## config.mk

```make
export PLATFORM = sky130hd
export DESIGN_NAME = btn_debounce
export DESIGN_NICKNAME = d
export VERILOG_FILES = /design/src/rtl/btn_pkg.sv /design/src/rtl/btn_tick_gen.sv /design/src/rtl/btn_debounce.sv
export SDC_FILE = /design/constraint.sdc
export NUM_CORES = 1
export LEC_CHECK = 0
export ABC_CLOCK_PERIOD_IN_PS = 1800
export CORE_UTILIZATION = 55
export CTS_BUF_LIST = sky130_fd_sc_hd__clkbuf_4 sky130_fd_sc_hd__clkbuf_8
export DETAILED_ROUTE_END_ITERATION = 12
export GPL_TIMING_DRIVEN = 0
export PLACE_DENSITY = 0.9
export SETUP_SLACK_MARGIN = 0.5
export SLEW_MARGIN = 20
export SYNTH_ARGS = -nofsm -noshare
export SYNTH_HDL_FRONTEND = slang
export SYNTH_HIERARCHICAL = 1
export SYNTH_SLANG_ARGS = --single-unit
export TNS_END_PERCENT = 1
```

## constraint.sdc

```tcl
create_clock -name clk -period 1.8 [get_ports clk]
set_clock_uncertainty 0.2 [all_clocks]
set_input_delay 0.45 -clock clk [delete_from_list [all_inputs] [get_ports clk]]
set_output_delay 0.45 -clock clk [all_outputs]
set_load 0.01 [all_outputs]
```

## src/rtl/btn_pkg.sv

```systemverilog
// Shared definitions for the button debouncer: channel FSM state encoding,
// agreement-counter width and a small state decode helper.
package btn_pkg;

  // Width of the per-channel agreement counter (holds up to STABLE_TICKS=15).
  localparam int CNT_W = 4;

  // Channel FSM state, kept as plain 2-bit constants for legacy tools.
  typedef logic [1:0] btn_state_t;

  localparam btn_state_t ST_IDLE         = 2'd0;
  localparam btn_state_t ST_PRESS_WAIT   = 2'd1;
  localparam btn_state_t ST_HELD         = 2'd2;
  localparam btn_state_t ST_RELEASE_WAIT = 2'd3;

  // Debounced level implied by a state: the button counts as down from the
  // moment a press is accepted until a release is accepted.
  function automatic logic state_level(input btn_state_t st);
    return (st == ST_HELD) || (st == ST_RELEASE_WAIT);
  endfunction

endpackage

```

## src/rtl/btn_tick_gen.sv

```systemverilog
// Sample-tick generator: free-running counter 0..TICK_DIV-1 with a
// registered one-clk tick while the counter sits at TICK_DIV-1.
module btn_tick_gen #(
  parameter int TICK_DIV = 1_000_000
) (
  input  logic clk,
  input  logic rst,
  output logic tick
);

  localparam int CW = (TICK_DIV > 1) ? $clog2(TICK_DIV) : 1;
  localparam logic [CW-1:0] LAST = CW'(TICK_DIV - 1);
  // tick is registered, so it is loaded one count early to line up with LAST
  localparam logic [CW-1:0] PRE  = CW'(TICK_DIV - 2);

  logic [CW-1:0] count;

  // Wrap-around divider plus registered tick decode
  always_ff @(posedge clk or posedge rst) begin
    if (rst) begin
      count <= '0;
      tick  <= 1'b0;
    end else begin
      count <= (count == LAST) ? '0 : count + CW'(1);
      tick  <= (count == PRE);
    end
  end

endmodule

```

## src/rtl/btn_debounce.sv

```systemverilog
// Multi-channel button debouncer. Each raw input is synchronized, then a
// per-channel FSM qualifies level changes over STABLE_TICKS agreeing samples
// taken on a shared sample tick. Press/release are one-clk registered pulses.
// Optional feature: define BTN_AUTOREPEAT_EN to re-emit btn_press every
// REPEAT_TICKS held samples while a button stays down.
module btn_debounce
  import btn_pkg::*;
#(
  parameter int N_BTN        = 4,
  parameter int TICK_DIV     = 1_000_000,
  parameter int STABLE_TICKS = 4,
  parameter int REPEAT_TICKS = 50
) (
  input  logic             clk,
  input  logic             rst,
  input  logic [N_BTN-1:0] btn_raw,
  output logic [N_BTN-1:0] btn_level,
  output logic [N_BTN-1:0] btn_press,
  output logic [N_BTN-1:0] btn_release,
  output logic             tick
);

  localparam logic [CNT_W-1:0] STABLE_C = CNT_W'(STABLE_TICKS);
  localparam logic [CNT_W-1:0] CNT_ONE  = CNT_W'(1);

`ifdef BTN_AUTOREPEAT_EN
  localparam int               RPT_W    = $clog2(REPEAT_TICKS + 1);
  localparam logic [RPT_W-1:0] REPEAT_C = RPT_W'(REPEAT_TICKS);
`endif

  logic [N_BTN-1:0] sync1;
  logic [N_BTN-1:0] sync2;

  btn_tick_gen #(
    .TICK_DIV(TICK_DIV)
  ) u_tick (
    .clk (clk),
    .rst (rst),
    .tick(tick)
  );

  // Two-flop synchronizer on every raw button line
  always_ff @(posedge clk or posedge rst) begin
    if (rst) begin
      sync1 <= '0;
      sync2 <= '0;
    end else begin
      sync1 <= btn_raw;
      sync2 <= sync1;
    end
  end

  genvar i;
  for (i = 0; i < N_BTN; i++) begin : g_ch
    btn_state_t       st, st_nxt;
    logic [CNT_W-1:0] cnt, cnt_nxt, cnt_inc;
    logic             s;
    logic             press_nxt, rel_nxt;
    logic             press_q, rel_q, lvl_q;
`ifdef BTN_AUTOREPEAT_EN
    logic [RPT_W-1:0] rpt, rpt_nxt, rpt_inc;
    assign rpt_inc = rpt + RPT_W'(1);
`endif

    assign s       = sync2[i];
    assign cnt_inc = cnt + CNT_ONE;

    // Next-state decode; only advances on sample ticks, holds otherwise
    always_comb begin
      st_nxt    = st;
      cnt_nxt   = cnt;
      press_nxt = 1'b0;
      rel_nxt   = 1'b0;
`ifdef BTN_AUTOREPEAT_EN
      rpt_nxt   = rpt;
`endif
      if (tick) begin
        case (st)
          ST_IDLE: begin
            if (s) begin
              st_nxt  = ST_PRESS_WAIT;
              cnt_nxt = CNT_ONE;
            end
          end
          ST_PRESS_WAIT: begin
            if (s) begin
              if (cnt_inc == STABLE_C) begin
                st_nxt    = ST_HELD;
                cnt_nxt   = '0;
                press_nxt = 1'b1;
              end else begin
                cnt_nxt = cnt_inc;
              end
            end else begin
              st_nxt  = ST_IDLE;
              cnt_nxt = '0;
            end
          end
          ST_HELD: begin
            if (!s) begin
              st_nxt  = ST_RELEASE_WAIT;
              cnt_nxt = CNT_ONE;
`ifdef BTN_AUTOREPEAT_EN
              rpt_nxt = '0;
`endif
            end else begin
`ifdef BTN_AUTOREPEAT_EN
              // Held sample: advance repeat count, fire on reaching the period
              if (rpt_inc == REPEAT_C) begin
                press_nxt = 1'b1;
                rpt_nxt   = '0;
              end else begin
                rpt_nxt = rpt_inc;
              end
`endif
            end
          end
          ST_RELEASE_WAIT: begin
            if (!s) begin
              if (cnt_inc == STABLE_C) begin
                st_nxt  = ST_IDLE;
                cnt_nxt = '0;
                rel_nxt = 1'b1;
              end else begin
                cnt_nxt = cnt_inc;
              end
            end else begin
              // Release glitch: fall back to HELD silently
              st_nxt  = ST_HELD;
              cnt_nxt = '0;
            end
          end
          default: begin
            st_nxt  = ST_IDLE;
            cnt_nxt = '0;
          end
        endcase
      end
    end

    // State, counters and registered outputs
    always_ff @(posedge clk or posedge rst) begin
      if (rst) begin
        st      <= ST_IDLE;
        cnt     <= '0;
        press_q <= 1'b0;
        rel_q   <= 1'b0;
        lvl_q   <= 1'b0;
`ifdef BTN_AUTOREPEAT_EN
        rpt     <= '0;
`endif
      end else begin
        st      <= st_nxt;
        cnt     <= cnt_nxt;
        press_q <= press_nxt;
        rel_q   <= rel_nxt;
        lvl_q   <= state_level(st_nxt);
`ifdef BTN_AUTOREPEAT_EN
        rpt     <= rpt_nxt;
`endif
      end
    end

    assign btn_level[i]   = lvl_q;
    assign btn_press[i]   = press_q;
    assign btn_release[i] = rel_q;
  end

endmodule

```

Word-level counts from Yosys, hierarchy flattened. Cells that the tools add are included.

Register bits: 65. Output and inout port bits: 13.

Reductions and logical operators: 12. Muxes and demuxes: 85. Add/subtract/negate cells: 5. Equality and inequality tests: 34.

Operators by type and width (count): $mux W4 (20); $pmux W4 S4 (4); $mux W2 (28); $eq A20 B20 Y1 const B (2); $eq A2 B2 Y1 const B (16); $pmux W2 S4 (4); $mux W1 (28); $add A20 B1 Y20 const B (1); $mux W20 (1); $add A4 B1 Y4 const B (4); $eq A4 B3 Y1 const B (4); $ne A2 B2 Y1 const B (8); $reduce_and A3 Y1 (4); $eq A2 B1 Y1 const B (4); $logic_not A2 Y1 (4); $logic_or A1 B1 Y1 (4).

Depth between registers and ports, before layout.
Word-level depth: 8. Depth in mapped cells: 6. Gate-level depth less buffers: 5.

Cells and area by module. Netlist, hierarchy kept.

Modules (own cells, without submodules): btn_debounce (sequential area each 1101.1 um^2, cells each 194, area each 2127.0 um^2, times used 1); btn_tick_gen (sequential area each 525.5 um^2, cells each 96, area each 1023.5 um^2, times used 1).

Worst setup path after synthesis. No wires, ideal clock.

Kind: flip-flop to flip-flop. From: reg g_ch[1].cnt[0]. To: reg g_ch[1].lvl_q. Setup slack: -166 ps. Arrival time: 1638 ps. Required time: 1472 ps. Clock period less this slack: 1966 ps. Library setup time: 128 ps. Stages on the path, launching flop included: 6. Cells stage by stage: dfrtp_1 > ha_1 > inv_1 > or3_1 > a211o_1 > mux2_1.

Cells in the longest elaborated chain, start to end: 8.

RTL lines: from (decl) (line btn_debounce.sv:56) `logic [CNT_W-1:0] cnt, cnt_nxt, cnt_inc;`; from (signal assigned) (line btn_debounce.sv:154) `cnt <= cnt_nxt;`; $add A4 B1 Y4 * (line btn_debounce.sv:66) `assign cnt_inc = cnt + CNT_ONE;`; $eq A4 B3 Y1 * (line btn_debounce.sv:87, btn_debounce.sv:120); $mux W2, on equally long branches (line btn_debounce.sv:120, btn_debounce.sv:87); $mux W2, on equally long branches (line btn_debounce.sv:119, btn_debounce.sv:86); $pmux W2 S4 * (line btn_debounce.sv:78) `case (st)`; $mux W2 * (line btn_debounce.sv:77) `if (tick) begin`; $eq A2 B2 Y1 (line btn_pkg.sv:19) `return (st == ST_HELD) || (st == ST_RELEASE_WAIT);`; $logic_or A1 B1 Y1 * (line btn_pkg.sv:19); to (signal assigned) (line btn_debounce.sv:157) `lvl_q <= state_level(st_nxt);`; to (decl) (line btn_debounce.sv:59) `logic press_q, rel_q, lvl_q;`.

Every way passes the cells marked *; elsewhere a longest branch is shown, timed or not. A chain may end at the register's enable or synchronous reset.

Final worst setup path.
From: reg g_ch[1].cnt[0]. To: reg g_ch[1].st[1].

Cells in the longest elaborated chain, start to end: 6.

RTL lines: $add A4 B1 Y4 * (line btn_debounce.sv:66); $eq A4 B3 Y1 * (line btn_debounce.sv:87, btn_debounce.sv:120); $mux W2, on equally long branches (line btn_debounce.sv:120, btn_debounce.sv:87); $mux W2, on equally long branches (line btn_debounce.sv:119, btn_debounce.sv:86); $pmux W2 S4 * (line btn_debounce.sv:78); $mux W2 * (line btn_debounce.sv:77); net g_ch[1].st_nxt[1] (line btn_debounce.sv:55) `btn_state_t st, st_nxt;`; to (signal assigned) (line btn_debounce.sv:153) `st <= st_nxt;`; to (decl) (line btn_debounce.sv:55).

Mark *: on every way through the listed nets, which the timed path passes. The rest lies on a longest branch.

==> impl_metrics.py <==
metrics = {
    "finish": {
        "antennaDiodeCount": 0,
        "drive_gt1_share_pct": 37.6,
        "nets": 350,
        "syn_to_final_growth_pct": 31.9,
        "fin_util_pct": 75.4,
        "layoutNonFillerInstCount": 410,
    },
    "worst_hold_path": {
        "hp-class": "reg2reg",
        "hold_start": "sync1[0]$_DFF_PP0_",
        "holdPathEnd": "sync2[0]$_DFF_PP0_",
        "min_path_cells": 0,
    },
    "global_route": {
        "busiest_layer": "met2",
        "grt_pass1_vias": 2438,
        "grt_usage_pct": 23.5,
        "grt_max_degree": 28,
        "use_met2_pct": 40.8,
        "grt_pass1_wl_um": 10900,
        "antenna_found_initial": 0,
        "grt.overflow.total": 0,
        "grt_use_met1_pct": 26.9,
        "use_met3_pct": 5.88,
    },
    "critical_path": {
        "path_cells": "ha_4 > inv_2 > or3_4 > a211o_4 > mux2_4",
        "arrival_ns": 1.94,
        "endpoint_kind": "flip-flop",
        "reg2reg_slack_ns": -0.10,
        "cp_data_required_time_ns": 1.84,
        "max_stage_delay_ns": 0.39,
        "rr_endpoint": "g_ch[1].st[1]$_DFF_PP0_",
        "crit_type": "reg2reg",
        "critPathSlowestCell": "dfrtp_2",
        "reg2reg_from": "g_ch[1].cnt[0]$_DFFE_PP0P_",
        "critPathLaunchType": "flip-flop",
        "path_max_fanout": 5,
        "reg2regPathDepth": 5,
    },
    "placement": {
        "pre_cts_slack_ns": -0.316,
        "gp_congestion": 0.854,
        "hpwl_um": 3870,
        "placedCellCount": 381,
        "io_buffers": 18,
    },
    "routing": {
        "routed_wl_um": 6950,
        "viasPerCell": 5.76,
        "drc_errors": 0,
        "vias": 2363,
        "drt-pass1-iter-count": 4,
        "wl_per_cell_um": 17.0,
        "first_iter_violations": 147,
        "postRouteAntennaNets": 0,
    },
    "sta": {
        "relSlewSlack_pct": 69.8,
        "layout_setup_ws_ns": -0.104,
        "finalCriticalPeriod_ns": 1.90,
        "post-route-period-util_pct": 106,
        "grt_setup_unrepaired": "true",
        "finalHoldViolCount": 0,
        "fmax_mhz": 525,
        "finalSetupViolCount": 12,
        "slew_viol_final": 0,
        "worst_slew_pin_slew_ns": 0.452,
    },
    "status": {
        "violations": "negative setup slack",
        "outcome": "finished with violations",
    },
    "clocking": {
        "cts_hold_buf": 0,
        "clkTransAtPathRegs_ns": 0.07,
        "cts_max_path_buffers": 2,
        "clock_latency_ns": 0.34,
        "ctsRootBufferMaster": "clkbuf_8",
        "cts_tree": "yes",
        "clock_sinks": 65,
        "htree_num_levels": 3,
        "cts-buffers-inserted": 9,
    },
    "pwr": {
        "powerDensity_nw_per_um2": 672,
        "peakVddDrop_mv": 0.617,
        "power_mw": 2.79,
        "p_leak_nw": 1.83,
    },
    "die": {
        "dieArea_um2": 6030,
        "fp.dieH_um": 77.7,
        "start_util_pct": 57.2,
        "core-area_um2": 5510,
        "rows": 27,
        "die_w_um": 77.7,
        "pin_count": 19,
    },
    "synthesis": {
        "synth_edf_count": 0,
        "synth-main-ff-cell": "dfrtp_1",
        "yosysTopAreaCell": "dfrtp_1",
        "ys_types": 50,
        "yosys_warnings": 6,
        "synth.cell_area_um2": 3150,
        "synth_most_common_cell": "dfrtp_1",
        "syn-num-nets": 306,
        "post-synth-top-area-fraction_pct": 51.6,
        "yosys-top-cells-count": "65 x dfrtp_1, 26 x nand2_1, 14 x xor2_1",
        "synth_cells": 290,
        "seq_area_frac_synth_pct": 51.6,
        "ys_ff_latch": 65,
        "async_flop_share_pct": 100,
        "ys_top_cells_by_area": "dfrtp_1 52%, ha_1 4.0%, xor2_1 3.9%",
        "syn_avg_cell_area_um2": 10.9,
    },
    "flow_run": {
        "maxCapViolations": 0,
    },
}
-- critical path: cells and delay by family (launching register included) --
kind	cells	cell delay, ns
flops	1	0.39
simple gates	1	0.36
compound gates	1	0.36
mux	1	0.30
fa+ha+maj	1	0.14
buf+inv	1	0.05
-- cell families (layout without fill, tap and decap cells) --
group,Yosys count,in the layout,synth area share (%)
simple gates,105,105,19.4
mux,11,11,3.81
fa+ha+maj,10,10,3.97
xor+xnor,23,23,6.39
compound gates,50,50,10.2
flops,65,65,51.6
buf+inv,26,74,4.57
-- area by class of cell --
type	count	area (um^2)
multi-input combinational	199	1670
sequential	65	1650
fill	343	1350
timing repair buffer	33	323
buffer	15	179
clock buffer	12	159
tap	72	90.1
inverter	11	45.0
clock inverter	3	40.0
-- layout by cell type, fill, tap and decap left out, types with 4 or more instances in the layout --
cell,n
clkbuf_8,12
xor2_2,4
and3_1,5
xnor2_1,9
inv_1,8
ha_4,6
nand2_1,26
o21ai_0,6
dfrtp_1,48
clkdlybuf4s50_1,5
buf_6,26
o21ai_1,5
nand3_1,8
dfrtp_2,17
xor2_1,10
nor3b_1,8
buf_4,12
a21oi_1,10
mux2_4,5
nor2_1,10
a31oi_1,5
nand4_1,5
-- what timing repair did --
item / 4_1_cts / 5_1_grt
pin swaps: 21 / 21
setup buffers: 6 / 8
endpoints found under the hold margin: 0 / 0
setup endpoints to repair: 89 / 67
gates resized for setup: 103 / 38
-- where the power goes --
| part | switching, mW | internal (mW) |
|---|---|---|
| Combinational | 0.0373 | 0.0197 |
| Sequential | 0.00915 | 1.47 |
| Clock | 0.536 | 0.718 |
| Total | 0.583 | 2.21 |
-- worst max path at each step --
stage | start | endpoint
after floorplan | g_ch[1].cnt[0]$_DFFE_PP0P_ | g_ch[1].lvl_q$_DFF_PP0_
after global placement | rst | g_ch[1].rel_q$_DFF_PP0_
after detailed placement | u_tick/count[0]$_DFF_PP0_ | u_tick/count[18]$_DFF_PP0_
after CTS | g_ch[1].cnt[0]$_DFFE_PP0P_ | g_ch[1].lvl_q$_DFF_PP0_
after global routing | g_ch[1].cnt[0]$_DFFE_PP0P_ | g_ch[1].st[1]$_DFF_PP0_
final | g_ch[1].cnt[0]$_DFFE_PP0P_ | g_ch[1].st[1]$_DFF_PP0_
-- layer usage --
metal / vias up / wire, um / part of all wire [%]
met2: 36 / 3840 / 55
met1: 1205 / 2820 / 41
met4: 0 / 111 / 1.6
li1: 1110 / - / -
met5: - / 0 / 0
met3: 12 / 178 / 2.6
-- metrics by stage --
| stage | TNS [ns] | hold WS, ns | area, um^2 |
|---|---|---|---|
| detailed placement | -4.97 | 0.138 | 3460 |
| global route | -1.92 | 0.161 | 4150 |
| finish | -0.695 | 0.152 | 4150 |
| global placement | -40.13 | 0.135 | 3440 |
| floorplan | -0.523 | 0.131 | 3170 |
| CTS | -0.775 | 0.153 | 3920 |
-- registers in the layout (all words and copies together) (netlist names) --
| register | count |
|---|---|
| g_ch.press_q | 4 |
| sync2 | 4 |
| sync1 | 4 |
| g_ch.rel_q | 4 |
| g_ch.lvl_q | 4 |
| g_ch.st | 8 |
| u_tick/count | 20 |
| g_ch.cnt | 16 |
| u_tick/tick | 1 |
Note: power is estimated with default switching activity, not from simulation.
